--- src/rtl/alu_sequencer_pkg.sv ---
// Shared ALU definitions: operation encodings and the sequencer FSM state type.
package alu_sequencer_pkg;

  typedef enum logic [2:0] {
    ALU_ADD = 3'd0,
    ALU_SUB = 3'd1,
    ALU_AND = 3'd2,
    ALU_OR  = 3'd3,
    ALU_XOR = 3'd4
  } alu_op_e;

  typedef enum logic [2:0] {
    ST_IDLE      = 3'd0,
    ST_OPERAND   = 3'd1,
    ST_EXECUTE   = 3'd2,
    ST_WRITEBACK = 3'd3,
    ST_RESPOND   = 3'd4
  } alu_seq_state_e;

  // Encoding presented on the ALU bus whenever no operation is executing.
  localparam alu_op_e ALU_OP_IDLE = ALU_ADD;

endpackage

--- src/rtl/alu_regfile.sv ---
// Register file: one synchronous write port, two asynchronous read ports.
module alu_regfile #(
  parameter  int unsigned DATA_BUS_WIDTH = 8,
  parameter  int unsigned NUM_REGS       = 4,
  localparam int unsigned RA_W           = (NUM_REGS > 1) ? $clog2(NUM_REGS) : 1
) (
  input  logic                      clk,
  input  logic                      rst,
  input  logic                      we_i,
  input  logic [RA_W-1:0]           waddr_i,
  input  logic [DATA_BUS_WIDTH-1:0] wdata_i,
  input  logic [RA_W-1:0]           raddr1_i,
  input  logic [RA_W-1:0]           raddr2_i,
  output logic [DATA_BUS_WIDTH-1:0] rdata1_o,
  output logic [DATA_BUS_WIDTH-1:0] rdata2_o
);

  logic [DATA_BUS_WIDTH-1:0] mem_q [NUM_REGS];

  always_ff @(posedge clk) begin
    if (rst) begin
      for (int unsigned i = 0; i < NUM_REGS; i++) begin
        mem_q[i] <= '0;
      end
    end else if (we_i) begin
      mem_q[waddr_i] <= wdata_i;
    end
  end

  assign rdata1_o = mem_q[raddr1_i];
  assign rdata2_o = mem_q[raddr2_i];

endmodule

--- src/rtl/alu_sequencer.sv ---
// Multi-cycle sequencer: reads two registers, drives an external ALU, writes
// back the result and flags, then holds the response until it is consumed.
module alu_sequencer
  import alu_sequencer_pkg::*;
#(
  parameter  int unsigned DATA_BUS_WIDTH = 8,
  parameter  int unsigned NUM_REGS       = 4,
  localparam int unsigned RA_W           = (NUM_REGS > 1) ? $clog2(NUM_REGS) : 1
) (
  input  logic                      clk,
  input  logic                      rst,
  input  logic                      ld_en,
  input  logic [RA_W-1:0]           ld_addr,
  input  logic [DATA_BUS_WIDTH-1:0] ld_data,
  input  logic                      req_valid,
  output logic                      req_ready,
  input  alu_op_e                   req_op,
  input  logic [RA_W-1:0]           req_rs1,
  input  logic [RA_W-1:0]           req_rs2,
  input  logic [RA_W-1:0]           req_rd,
  input  logic                      req_wr_en,
  input  logic                      req_flags_en,
  output alu_op_e                   alu_op,
  output logic [DATA_BUS_WIDTH-1:0] alu_register1,
  output logic [DATA_BUS_WIDTH-1:0] alu_register2,
  input  logic [DATA_BUS_WIDTH-1:0] alu_result,
  input  logic                      alu_is_carry,
  input  logic                      alu_is_zero,
  output logic                      rsp_valid,
  input  logic                      rsp_ready,
  output logic [DATA_BUS_WIDTH-1:0] rsp_result,
  output logic                      flag_carry,
  output logic                      flag_zero,
  output logic                      busy
);

  alu_seq_state_e            state_q, state_d;
  alu_op_e                   op_q, op_d;
  logic [RA_W-1:0]           rs1_q, rs1_d, rs2_q, rs2_d, rd_q, rd_d;
  logic                      wr_en_q, wr_en_d, flags_en_q, flags_en_d;
  logic [DATA_BUS_WIDTH-1:0] opa_q, opa_d, opb_q, opb_d;
  logic [DATA_BUS_WIDTH-1:0] res_q, res_d;
  logic                      carry_q, carry_d, zero_q, zero_d;
  logic                      flag_carry_q, flag_carry_d, flag_zero_q, flag_zero_d;

  logic                      rf_we;
  logic [RA_W-1:0]           rf_waddr;
  logic [DATA_BUS_WIDTH-1:0] rf_wdata, rf_rdata1, rf_rdata2;

  alu_regfile #(
    .DATA_BUS_WIDTH (DATA_BUS_WIDTH),
    .NUM_REGS       (NUM_REGS)
  ) u_rf (
    .clk      (clk),
    .rst      (rst),
    .we_i     (rf_we),
    .waddr_i  (rf_waddr),
    .wdata_i  (rf_wdata),
    .raddr1_i (rs1_q),
    .raddr2_i (rs2_q),
    .rdata1_o (rf_rdata1),
    .rdata2_o (rf_rdata2)
  );

  always_ff @(posedge clk) begin
    if (rst) begin
      state_q      <= ST_IDLE;
      op_q         <= ALU_OP_IDLE;
      rs1_q        <= '0;
      rs2_q        <= '0;
      rd_q         <= '0;
      wr_en_q      <= 1'b0;
      flags_en_q   <= 1'b0;
      opa_q        <= '0;
      opb_q        <= '0;
      res_q        <= '0;
      carry_q      <= 1'b0;
      zero_q       <= 1'b0;
      flag_carry_q <= 1'b0;
      flag_zero_q  <= 1'b0;
    end else begin
      state_q      <= state_d;
      op_q         <= op_d;
      rs1_q        <= rs1_d;
      rs2_q        <= rs2_d;
      rd_q         <= rd_d;
      wr_en_q      <= wr_en_d;
      flags_en_q   <= flags_en_d;
      opa_q        <= opa_d;
      opb_q        <= opb_d;
      res_q        <= res_d;
      carry_q      <= carry_d;
      zero_q       <= zero_d;
      flag_carry_q <= flag_carry_d;
      flag_zero_q  <= flag_zero_d;
    end
  end

  // ALU bus is decoded separately from the FSM so the result path back into
  // res_d never shares a process with the operand drive.
  always_comb begin
    alu_op        = ALU_OP_IDLE;
    alu_register1 = '0;
    alu_register2 = '0;
    if (state_q == ST_EXECUTE) begin
      alu_op        = op_q;
      alu_register1 = opa_q;
      alu_register2 = opb_q;
    end
  end

  always_comb begin
    state_d      = state_q;
    op_d         = op_q;
    rs1_d        = rs1_q;
    rs2_d        = rs2_q;
    rd_d         = rd_q;
    wr_en_d      = wr_en_q;
    flags_en_d   = flags_en_q;
    opa_d        = opa_q;
    opb_d        = opb_q;
    res_d        = res_q;
    carry_d      = carry_q;
    zero_d       = zero_q;
    flag_carry_d = flag_carry_q;
    flag_zero_d  = flag_zero_q;
    req_ready    = 1'b0;
    rsp_valid    = 1'b0;
    rf_we        = 1'b0;
    rf_waddr     = '0;
    rf_wdata     = '0;

    case (state_q)
      ST_IDLE: begin
        // A load owns the write port this cycle, so requests wait.
        if (ld_en) begin
          rf_we    = 1'b1;
          rf_waddr = ld_addr;
          rf_wdata = ld_data;
        end else if (!rst) begin
          req_ready = 1'b1;
          if (req_valid) begin
            op_d       = req_op;
            rs1_d      = req_rs1;
            rs2_d      = req_rs2;
            rd_d       = req_rd;
            wr_en_d    = req_wr_en;
            flags_en_d = req_flags_en;
            state_d    = ST_OPERAND;
          end
        end
      end
      ST_OPERAND: begin
        opa_d   = rf_rdata1;
        opb_d   = rf_rdata2;
        state_d = ST_EXECUTE;
      end
      ST_EXECUTE: begin
        res_d   = alu_result;
        carry_d = alu_is_carry;
        zero_d  = alu_is_zero;
        state_d = ST_WRITEBACK;
      end
      ST_WRITEBACK: begin
        if (wr_en_q) begin
          rf_we    = 1'b1;
          rf_waddr = rd_q;
          rf_wdata = res_q;
        end
        if (flags_en_q) begin
          flag_carry_d = carry_q;
          flag_zero_d  = zero_q;
        end
        state_d = ST_RESPOND;
      end
      ST_RESPOND: begin
        rsp_valid = 1'b1;
        if (rsp_ready) begin
          state_d = ST_IDLE;
        end
      end
      default: state_d = ST_IDLE;
    endcase
  end

  assign rsp_result = res_q;
  assign flag_carry = flag_carry_q;
  assign flag_zero  = flag_zero_q;
  assign busy       = (state_q != ST_IDLE);

endmodule

--- config.mk ---
export PLATFORM = sky130hd
export DESIGN_NAME = alu_sequencer
export DESIGN_NICKNAME = d
export VERILOG_FILES = /design/src/rtl/alu_sequencer_pkg.sv /design/src/rtl/alu_regfile.sv /design/src/rtl/alu_sequencer.sv
export SDC_FILE = /design/constraint.sdc
export NUM_CORES = 1
export LEC_CHECK = 0
export ABC_AREA = 1
export CAP_MARGIN = 5
export CORE_MARGIN = 5
export CORE_UTILIZATION = 68
export DETAILED_ROUTE_END_ITERATION = 16
export DONT_BUFFER_PORTS = 1
export GPL_ROUTABILITY_DRIVEN = 0
export PLACE_DENSITY = 0.86
export SLEW_MARGIN = 20
export SYNTH_ARGS = -nofsm -noshare
export SYNTH_HDL_FRONTEND = slang
export SYNTH_SLANG_ARGS = --single-unit
--- constraint.sdc ---
create_clock -name clk -period 5.1 [get_ports clk]
set_clock_uncertainty 0.05 [all_clocks]
set_input_delay 1.02 -clock clk [delete_from_list [all_inputs] [get_ports clk]]
set_output_delay 1.02 -clock clk [all_outputs]
set_load 0.01 [all_outputs]
# Word-level counts from Yosys, hierarchy flattened
# Memory sizes are Yosys's and may differ from the RTL's. A register that Yosys moved wholly into a read port is not among the register bits.
# Index checks and enable logic that the tools add are counted.
# Widths: inputs -> output; s select.
totals:
  input_bits: 36
  register_bits: 26
  n_memories: 1
  output_inout_bits: 32
  ramBits: 32
classes:
  n_eq_ne: 7
  n_bitwise: 1
  muxes: 28
  n_reduce_logical: 6
mem_list:
  columns: ["memory", "depth", "word_bits", "rd", "rd_ports_with_merged_regs", "wr", "line_no", "text"]
  rows:
  - ["u_rf.mem_q", 4, 8, 2, 2, 4, "alu_regfile.sv:18", "logic [DATA_BUS_WIDTH-1:0] mem_q [NUM_REGS];"]
op_table:
  columns: ["cell", "n"]
  rows:
  - ["$mux 8", 5]
  - ["$pmux 8 s2", 1]
  - ["$pmux 3 s5", 1]
  - ["$mux 1", 12]
  - ["$mux 3", 4]
  - ["$reduce_or 8->1", 1]
  - ["$eq 3x2->1 const B", 2]
  - ["$mux 2", 3]
  - ["$ne 2x2->1 const B", 3]
  - ["$reduce_and 3->1", 2]
  - ["$pmux 2 s2", 1]
  - ["$eq 3x1->1 const B", 1]
  - ["$eq 3x3->1 const B", 1]
  - ["$logic_not 3->1", 1]
  - ["$reduce_bool 3->1", 1]
  - ["$pmux 1 s2", 1]
  - ["$reduce_and 2->1", 1]
  - ["$not 1->1", 1]

# Longest topological paths before layout
# Gate-level depths: netlist of the first run.
logic_depth:
  word_depth: 7
  mapped_depth: 8
  ltp_nobuf: 8

# Cells and area by module
# Synthesis of the first run repeated with hierarchy kept, for this count alone.
unflattened:
  hier_cells: 539
  area_unflattened_um2: 3812.4
by_module_without_submodules:
  columns: ["mod", "seq_area_each_um2", "n_inst", "area_each_um2", "cells_per_inst"]
  rows:
  - ["alu_sequencer", 840.8, 1, 1926.8, 296]
  - ["alu_regfile", 960.9, 1, 1885.6, 243]

# Least setup slack after synthesis of the first run
# No wires, ideal clock.
synth_timing:
  kind: "input to output"
  from: "input port rst"
  to: "output port req_ready"
  stages: 2
  t_arrival_ps: 1506
  required_ps: 4030
  slack_ps: 2524
  cell_sequence: "clkbuf_1 -> nor3_1"
synth_between:
  elab_chain_cells: 3
synth_rtl:
  columns: ["element", "line_no", "text"]
  rows:
  - ["start, declared", "alu_sequencer.sv:11", "input logic rst,"]
  - ["$mux 1", "alu_sequencer.sv:140", "end else if (!rst) begin"]
  - ["$mux 1", "alu_sequencer.sv:136", "if (ld_en) begin"]
  - ["$mux 1", "alu_sequencer.sv:133", "case (state_q)"]
  - ["end, declared", "alu_sequencer.sv:16", "output logic req_ready,"]
# Every way passes these cells.

# Final worst setup path of the first run
layout_timing:
  from: "register state_q[0]"
  to: "output port alu_register1[7]"
layout_between:
  elab_chain_cells: 2
layout_rtl:
  columns: ["element", "line_no", "text"]
  rows:
  - ["start, declared", "alu_sequencer.sv:37", "alu_seq_state_e state_q, state_d;"]
  - ["start signal, assigned", "alu_sequencer.sv:82", "state_q <= state_d;"]
  - ["$eq 3x2->1", "alu_sequencer.sv:105", "if (state_q == ST_EXECUTE) begin"]
  - ["$mux 8", "alu_sequencer.sv:105", null]
  - ["end, declared", "alu_sequencer.sv:24", "output logic [DATA_BUS_WIDTH-1:0] alu_register1,"]
# Every way passes these cells.

==> summary.md, run 1 <==
| Metric | Value |
|---|---|
| Status | finished, final reports clean |
| Slowest stage delay, CP | ~0.56 ns |
| # setup viols final | 0 |
| Max Root-Sink Buffers | 2 |
| Clk root buf | clkbuf_8 |
| Worst setup EP type | primary output |
| CP Data Required Time | roughly 4.0 ns |
| Final Hold Viols | 0 |
| ANT nets after route | 0 |
| Clk_lat worst skew | approximately 0.34 ns |
| Synth Area in Compound Gates | 0.185 |
| PostCTS Resize Cnt | 0 |
| Post-Syn Nets | approximately 500 |
| Layout cells sized above 1 | 0.0464 |
| F_max | about 340 MHz |
| Sw frac | 0.298 |
| Largest net degree at the start of global routing | 34 |
| Final Max Slew Viols | 0 |
| Post-Route Setup TNS | 0 ns |
| Final nets | between 400 and 500 |
| Post-route insts no fill | roughly 520 |
| Hold slack | ~0.41 ns |
| Post-synth cell types | 20 |
| Core box area | around 5000 sq um |
| Post-Syn Area | between 3000 and 4000 sq um |
| Placed insts | 507 |
| Yosys warns | 0 |
| CTS Buf Count | 9 |
| Final Critical Period | ~3 ns |
| Worst-path cell chain | nor2_2, nand2_1, nor2_1 |
| Simple-Gate Fraction of Synth Area | 0.195 |
| Initial antenna violation count | 0 |
| Leakage | ~1.5 nW |
| Logic pwr share | 0.147 |
| Die W | between 80 and 90 microns |
| Max Fanout on Critical Path | 31 |
| Critical path class | register to primary output |
| Via density | 5.47 |
| Pwr Total | about 1.4 mW |
| Synth Area in XOR/XNOR | 0 |
| Worst IR Drop VDD | ~0.00028 V |
| Setup Fix Bufs, Post-CTS | 0 |
| Synth-to-Final Area Change | 5.20% |
| Worst-margin pin slew | around 1.1 ns |
| Internal Power | 0.964 mW |
| Unrepaired setup endpoints after global routing | no |
| Row count | 26 |
| Overflow after GRT | 0 |
| CP Launch Type | register |
| Initial core utilization | 0.692 |
| First-pass GRT wire length | 12.2 mm |
| Total track usage | 0.245 |
| HPWL after detailed placement | approximately 5.3 mm |
| Hold Path Class | register to register |
| Post-Syn Instances | ~460 |
| Io pins | roughly 70 |
| Max-cap check violation count | 0 |
| # clock sinks | 74 |
| #FFs+latches synth | between 70 and 80 |
| Critical path buffers and inverters | 0 |
| Synth Area in Adders | 0 |
| Final period utilization | 0.584 |
| TritonRoute pass-1 iters | 6 |
| Inserted Diodes | 0 |
| Clock Power Share | 0.322 |
| Switching power | slightly above 0.4 mW |
| Die area | 6660 sq um |
| Critical path's slowest cell | nand2_1 |
| Power per cell area | approximately 370 nW/um^2 |
| # hold bufs at CTS | 0 |
| Largest family of logic cells by synthesized area | simple AND/OR/NAND/NOR gates |
| Clock H-tree levels | 3 |
| DR WL/cell | around 14 microns |
| Vias in the first global route | 2613 |
| Port bufs | 0 |
| Starting DRC count in detailed routing | between 200 and 300 |
| DR DRC count | 0 |
| Post-synthesis sequential area ratio | 0.516 |
| Reg power frac | 0.531 |
| Util after Layout | 0.728 |
| Final WL | between 7 and 8 mm |
| CTS tree | done |
| Avg Cell Area, Syn | roughly 7.6 sq um |
| Arrival time worst endpoint | roughly 1.9 ns |
| Die H | a little over 80 microns |
| Largest delay share family, worst path | simple AND/OR/NAND/NOR gates |
| Rel. slew slack | 0.265 |
| Mux share of post-synthesis cell area | 0 |
| Via count | about 2900 |
| Worst-path clk slew | 0.08 ns |
==> area by class of cell <==
class	instances	area [sq um]
multi-input combinational	293	1320
sequential	74	1800
inverter	70	263
fill	397	1370
clock buffer	9	124
tap	70	87.6
clock inverter	7	70.1
==> tightest hold or removal path, stage by stage, from the launching register on <==
cell	delay (ns)
dfxtp_1	0.30
inv_1	0.06
a21oi_1	0.05
==> per-layer routing <==
layer,up-vias,part of all wire,GRT usage
li1,1455,-,-
met1,1263,0.44,0.317
met2,123,0.45,0.374
met3,22,0.076,0.0603
met4,0,0.034,0.148
met5,-,0,0
==> flip-flops by register name, indices dropped and copies added (netlist names), 2 cells and up <==
signal	cells
u_rf.mem_q	32
opa_q	8
opb_q	8
rsp_result	8
op_q	3
state_q	3
rd_q	2
rs1_q	2
rs2_q	2
==> power by group through the flow <==
stage	combinational (mW)	clock, mW	sequential (mW)
4_1_cts	0.202	0.445	0.728
3_5_place_dp	0.200	0	0.741
5_1_grt	0.235	0.473	0.737
2_1_floorplan	0.189	0	0.715
6_report	0.202	0.442	0.729
3_3_place_gp	0.192	0	0.738
==> worst paths after layout <==
kind,end,depth (start not counted),startpoint,slack (ns)
min,op_q[0],2,op_q[0],0.41
max,alu_register1[7],3,state_q[0],2.12
max reg2reg,u_rf.mem_q[3][5],5,state_q[0],2.60
min reg2reg,op_q[0],2,op_q[0],0.41
==> synthesized netlist by cell type <==
library cell   n  area (sq um)
nor2_1        87           327
nand2_1       73           274
inv_1         68           255
o21ai_0       59           295
dfxtp_1       42           841
a21oi_1       40           200
edfxtp_1      32           961
clkbuf_1      18          67.6
o211ai_1      16           120
nand3_1        6          30.0
buf_2          5          25.0
o21ai_1        4          20.0
nand3_2        2          20.0
nor2_2         2          12.5
nor3_1         2          10.0
a21oi_2        1          8.76
buf_4          1          7.51
clkinv_1       1          3.75
inv_2          1          3.75
nand4_1        1          6.26
==> stage by stage <==
stage	worst slack (ns)	cell area, sq um
3_5_place_dp	2.49	3480
3_3_place_gp	2.57	3480
2_1_floorplan	2.52	3490
5_1_grt	1.91	3670
4_1_cts	2.11	3670
6_report	2.12	3670
==> cell families after synthesis <==
family	Yosys count
buffers and inverters	94
and+or+nand+nor	173
DFF	74
AOI/OAI and AO/OA	120
==> layout by cell type (no fill, tap or decap), drive strengths merged <==
cell,count
a21oi,41
bufinv,1
clkbuf,9
clkinv,4
clkinvlp,3
dfxtp,42
edfxtp,32
inv,69
nand2,73
nand3,8
nand4,1
nor2,89
nor3,2
o211ai,16
o21ai,63
Power figures use the tool's default switching activity.
==> inputs of run 2 (changes only) <==
--- a/config.mk
+++ b/config.mk
@@ -5,14 +5,14 @@
 export SDC_FILE = /design/constraint.sdc
 export NUM_CORES = 1
 export LEC_CHECK = 0
-export ABC_AREA = 1
+export ABC_AREA = 0
 export CAP_MARGIN = 5
 export CORE_MARGIN = 5
-export CORE_UTILIZATION = 68
+export CORE_UTILIZATION = 57
 export DETAILED_ROUTE_END_ITERATION = 16
 export DONT_BUFFER_PORTS = 1
 export GPL_ROUTABILITY_DRIVEN = 0
-export PLACE_DENSITY = 0.86
+export PLACE_DENSITY = 0.77
 export SLEW_MARGIN = 20
 export SYNTH_ARGS = -nofsm -noshare
 export SYNTH_HDL_FRONTEND = slang
==> constraint.sdc (replaced) <==
create_clock -name clk -period 2.65 [get_ports clk]
set_clock_uncertainty 0.05 [all_clocks]
set_input_delay 0.53 -clock clk [delete_from_list [all_inputs] [get_ports clk]]
set_output_delay 0.53 -clock clk [all_outputs]
set_load 0.01 [all_outputs]
==> run 2 against run 1 <==
Synthesized area fell by 0.39%. Core utilization shrank 11 points. Sequential cell count is the same. Cell area is essentially flat. Clock-buffer cell count grew 1. Global-route usage down 4.7 points. Non-clock buffer count up 6. Clock power grew 95%. Synthesized cell count fell by 31%. Largest power group unchanged.
==> summary.md, run 2 <==
| Metric | Value |
|---|---|
| CP Data Required Time | approximately 2.7 ns |
| Post-synth EDFFs | 32 |
| Setup Fix Bufs, Post-CTS | 0 |
| Commonest non-fill, non-tap cell in the layout | nand2_1 |
| Final Hold Viols | 0 |
| Final Critical Period | 2.27 ns |
| Synth Area in Adders | 0 |
| Port bufs | 0 |
| # hold bufs at CTS | 0 |
| F_max | 440 MHz |
| Post-Route Setup TNS | 0 ns |
| Max-cap check violation count | 0 |
| Row count | 28 |
| Synth cell count leaders | 56 x nand2_1, 42 x dfxtp_1, 32 x edfxtp_1, 29 x a21oi_1, 22 x nor2_1 |
| Avg Cell Area, Syn | ~11 sq um |
| Layout cells sized above 1 | 0.153 |
| TritonRoute pass-1 iters | 4 |
| Synth-to-Final Area Change | 5.55% |
| Die W | a little under 90 microns |
| Io pins | between 60 and 70 |
| Most frequent cells in the layout | 56 x nand2_1, 42 x dfxtp_1, 32 x edfxtp_1 |
| Largest net degree at the start of global routing | 63 |
| Worst IR Drop VDD | between 0.0003 and 0.0004 V |
| Final WL | approximately 7.0 mm |
| Yosys warns | 0 |
| Post-route insts no fill | 389 |
| Util after Layout | 0.619 |
| Ys async rst share | 0 |
| Total track usage | 0.198 |
| Via density | 5.99 |
| Simple-Gate Fraction of Synth Area | 0.206 |
| First-pass GRT wire length | 11.5 mm |
| Initial core utilization | 0.587 |
| Max Fanout on Critical Path | 12 |
| PostCTS Resize Cnt | 0 |
| Hold Path Class | input pin to register |
| Final Max Slew Viols | 0 |
| Post-Syn Instances | around 320 |
| Die H | just under 90 microns |
| Synth Area in XOR/XNOR | 0.00252 |
| Core box area | approximately 6000 sq um |
| Inserted Diodes | 0 |
| Synth top area share | 0.277 |
| Biggest register | u_rf.mem_q |
| Worst setup EP type | register |
| # clock sinks | 74 |
| Via count | 2332 |
| Clk root buf | clkbuf_8 |
| Clk_lat worst skew | ~0.35 ns |
| Largest family of logic cells by synthesized area | simple AND/OR/NAND/NOR gates |
| DR WL/cell | between 15 and 20 microns |
| Max FFs per register | 32 |
| Power per cell area | 659 nW/um^2 |
| Worst-path clk slew | around 0.080 ns |
| Die area | roughly 7800 sq um |
| Most common cell in the synthesized netlist | nand2_1 |
| Critical path class | register to register |
| Placed insts | around 370 |
| CTS tree | done |
| Synth Area in Compound Gates | 0.0943 |
| #FFs+latches synth | 74 |
| Vias in the first global route | between 2000 and 2500 |
| Final nets | 345 |
| Hold slack | around 0.20 ns |
| Arrival time worst endpoint | approximately 2.3 ns |
| DR DRC count | 0 |
| ANT nets after route | 0 |
| Post-Layout Inst Area | between 3000 and 4000 sq um |
| Starting DRC count in detailed routing | 126 |
| Worst-margin pin slew | approximately 0.69 ns |
| Final period utilization | 0.857 |
| # setup viols final | 0 |
| Top cells by area, synth | edfxtp_1 28%, dfxtp_1 24%, mux4_2 10% |
| Placed cell area | about 3500 sq um |
| Post-synthesis sequential area ratio | 0.519 |
| HPWL after detailed placement | ~5.2 mm |
| CTS Buf Count | 9 |
| Post-synth cell types | 40 |
| Rel. slew slack | 0.538 |
| CP Launch Type | register |
| Max Root-Sink Buffers | 2 |
| Unrepaired setup endpoints after global routing | no |
| Status | finished, final reports clean |
| Post-Syn Area | roughly 3500 sq um |
| Post-Syn Nets | 354 |
| Overflow after GRT | 0 |
| Initial antenna violation count | 0 |
| Largest area contributor in the netlist | edfxtp_1 |
| Clock H-tree levels | 3 |
| Ys flop type | dfxtp_1 |
| Mux share of post-synthesis cell area | 0.135 |
| Leakage | 1.38 nW |
==> run 2: through the flow <==
| stage | setup WS [ns] | total power, mW |
|---|---|---|
| floorplan | 0.599 | 1.54 |
| global placement | 0.487 | 1.57 |
| detailed placement | 0.410 | 1.58 |
| CTS | 0.365 | 2.43 |
| global route | 0.182 | 2.52 |
| finish | 0.378 | 2.42 |
==> run 2: power by group <==
group          internal [mW]  total, mW  switching [mW]  leakage (nW)
clock network          0.436      0.860           0.424        0.0925
registers               1.25       1.31          0.0609         0.674
logic                  0.111      0.243           0.132         0.612
total                   1.80       2.42           0.616          1.38
==> run 2: critical path, cell delays in order, from the launching register on <==
cell and delay (ns):
dfxtp_1 0.60, and4b_1 0.58, a22oi_4 0.16, a211oi_4 0.30, or2_2 0.28
==> run 2: cell families after synthesis <==
family | Yosys count
buf+inv | 28
xor+xnor | 1
compound gates | 47
simple gates | 141
flops | 74
mux | 27
==> run 2: area by class of cell <==
| class | instances | area, sq um |
|---|---|---|
| tap | 75 | 93.8 |
| timing repair buffer | 6 | 45.0 |
| clock buffer | 10 | 128 |
| clock inverter | 6 | 67.6 |
| sequential | 74 | 1800 |
| multi-input combinational | 216 | 1520 |
| fill | 473 | 2250 |
| inverter | 2 | 7.51 |
==> run 2: final timing paths <==
| check | from | endpoint | slack (ns) | cells after the start |
|---|---|---|---|---|
| worst min register to register | opb_q[2] | opb_q[2] | 0.40 | 2 |
| worst max-delay path | state_q[0] | u_rf.mem_q[1][3] | 0.38 | 4 |
| worst max register to register | state_q[0] | u_rf.mem_q[1][3] | 0.38 | 4 |
| worst min-delay path | rst | opb_q[3] | 0.20 | 1 |
==> run 2: routing by layer <==
| metal | up-vias | global-route usage | share of wire |
|---|---|---|---|
| met5 | - | 0 | 0 |
| met4 | 0 | 0.0948 | 0.019 |
| met3 | 10 | 0.0527 | 0.071 |
| met2 | 84 | 0.325 | 0.47 |
| met1 | 1124 | 0.244 | 0.44 |
| li1 | 1114 | - | - |
==> inputs of run 3 (changes only) <==
--- a/config.mk
+++ b/config.mk
@@ -6,13 +6,13 @@
 export NUM_CORES = 1
 export LEC_CHECK = 0
 export ABC_AREA = 0
-export CAP_MARGIN = 5
+export CAP_MARGIN = 20
 export CORE_MARGIN = 5
-export CORE_UTILIZATION = 57
+export CORE_UTILIZATION = 30
 export DETAILED_ROUTE_END_ITERATION = 16
 export DONT_BUFFER_PORTS = 1
 export GPL_ROUTABILITY_DRIVEN = 0
-export PLACE_DENSITY = 0.77
+export PLACE_DENSITY = 0.47
 export SLEW_MARGIN = 20
 export SYNTH_ARGS = -nofsm -noshare
 export SYNTH_HDL_FRONTEND = slang
==> run 3 against run 2 <==
Via count fell by 2.7%. Final cell count rose by 18%. Clock power rose by 27%.
==> summary.md, run 3 (same netlist as run 2, synthesis figures left out) <==
| Metric | Value |
|---|---|
| Arrival time worst endpoint | about 1.7 ns |
| Overflow after GRT | 0 |
| # setup viols final | 0 |
| Layout cells sized above 1 | 0.156 |
| Max Fanout on Critical Path | 23 |
| Die H | roughly 120 microns |
| Io pins | 68 |
| Biggest register | u_rf.mem_q |
| CP Data Required Time | 2.07 ns |
| ANT nets after route | 0 |
| PostCTS Resize Cnt | 0 |
| Clk root buf | clkbuf_16 |
| Leakage | ~1.4 nW |
| Post-Route Setup TNS | 0 ns |
| Die W | ~120 microns |
| Placed cell area | ~3600 sq um |
| Final nets | between 300 and 400 |
| Max-cap check violation count | 0 |
| Clock H-tree levels | 3 |
| Row count | 39 |
| Synth-to-Final Area Change | 10.3% |
| Critical path buffers and inverters | 1 |
| Clk_lat worst skew | 0.32 ns |
| Most frequent cells in the layout | 56 x nand2_1, 42 x dfxtp_1, 32 x edfxtp_1 |
| Hold Path Class | input pin to register |
| Unrepaired setup endpoints after global routing | no |
| Critical path's slowest cell | dfxtp_1 |
| Inserted Diodes | 0 |
| Critical Path Source | state_q[1] |
| Final WL | roughly 7.6 mm |
| Worst-path cell chain | buf_4, or3_4, nor3_1 |
| Final Critical Period | around 2.3 ns |
| Port bufs | 0 |
| Stages on worst setup path | 3 |
| # clock sinks | 74 |
| Initial core utilization | 0.306 |
| Final period utilization | 0.863 |
| Initial antenna violation count | 0 |
| Capture point of the worst reg-to-reg path | u_rf.mem_q[0][3] |
| Largest delay share family, worst path | simple AND/OR/NAND/NOR gates |
| Pwr Total | between 2 and 3 mW |
| R2R setup slack | approximately 0.48 ns |
| Final Hold Viols | 0 |
| Slowest stage delay, CP | approximately 0.43 ns |
| First-pass GRT wire length | ~13 mm |
| Setup Fix Bufs, Post-CTS | 0 |
| Worst-margin pin slew | 0.707 ns |
| Core box area | ~11000 sq um |
| Hold slack | roughly 0.22 ns |
| Final Max Slew Viols | 0 |
| DR WL/cell | 16.7 microns |
| Startpoint of the worst-slack reg-to-reg timing path | state_q[2] |
| Critical path class | register to primary output |
| Worst IR Drop VDD | between 0.0002 and 0.0003 V |
| Largest net degree at the start of global routing | 63 |
| CTS tree | done |
| DR DRC count | 0 |
| # hold bufs at CTS | 0 |
| Total track usage | 0.114 |
| Starting DRC count in detailed routing | 72 |
| Status | finished, final reports clean |
| Max FFs per register | 32 |
| CTS Buf Count | 9 |
| F_max | 437 MHz |
| Power per cell area | 692 nW/um^2 |
| HPWL after detailed placement | ~5.8 mm |
| R2R depth | 4 |
| Critical path capture point | req_ready |
| Via density | between 4 and 5 |
| Max Root-Sink Buffers | 2 |
| Worst-path clk slew | approximately 0.06 ns |
| Worst setup EP type | primary output |
| Vias in the first global route | around 2400 |
| Util after Layout | 0.337 |
| TritonRoute pass-1 iters | 4 |
| Rel. slew slack | 0.529 |
| Via count | approximately 2300 |
| CP Launch Type | register |
| Commonest non-fill, non-tap cell in the layout | nand2_1 |
| Post-Layout Inst Area | 3830 sq um |
| Die area | between 10000 and 15000 sq um |
[run 3: changes by cell type in the layout (fill, tap and decap cells not counted), sizes merged]
cell	before	now
buf	6	7
bufinv	1	0
clkbuf	10	9
inv	2	4
[run 3: report_power, final]
group | switching (mW) | internal, mW | leakage [nW]
Sequential | 0.0619 | 1.25 | 0.674
Clock | 0.463 | 0.630 | 0.130
Combinational | 0.133 | 0.111 | 0.618
Total | 0.658 | 2.00 | 1.42
[run 3: layout make-up]
type,count,area (sq um)
Sequential cell,74,1800
Tap cell,143,179
Inverter,2,7.51
Timing Repair Buffer,7,52.6
Multi-Input combinational cell,216,1520
Fill cell,1165,7540
Clock inverter,7,43.8
Clock buffer,9,225
[run 3: worst min path at each step]
| stage | from | end | slack (ns) | cells after the start |
|---|---|---|---|---|
| after floorplan | opa_q[0] | opa_q[0] | 0.38 | 2 |
| after global placement | opa_q[3] | opa_q[3] | 0.39 | 2 |
| after detailed placement | opb_q[0] | opb_q[0] | 0.39 | 2 |
| after CTS | rst | rsp_result[6] | 0.21 | 1 |
| after global routing | rst | rsp_result[3] | 0.19 | 1 |
| final | rst | rsp_result[3] | 0.22 | 1 |
[run 3: worst reg2reg max path, stage by stage, from the launching register on]
cell and delay, ns:
dfxtp_1 0.52, and4b_1 0.29, buf_4 0.19, a211oi_4 0.38, or2_1 0.40
[run 3: routing by layer]
metal,track usage,vias to the layer above,routed length (microns),share of wire
met5,0,-,0,0
met4,0.0301,0,59,0.0077
met3,0.0495,5,562,0.074
met2,0.172,70,3430,0.45
met1,0.150,1074,3590,0.47
li1,-,1121,-,-
[run 3: per-stage QoR]
| step | setup slack [ns] | std cells |
|---|---|---|
| 6_report | 0.364 | 458 |
| 5_1_grt | 0.271 | 458 |
| 4_1_cts | 0.352 | 458 |
| 3_5_place_dp | 0.437 | 442 |
| 3_3_place_gp | 0.442 | 442 |
| 2_1_floorplan | 0.599 | 318 |
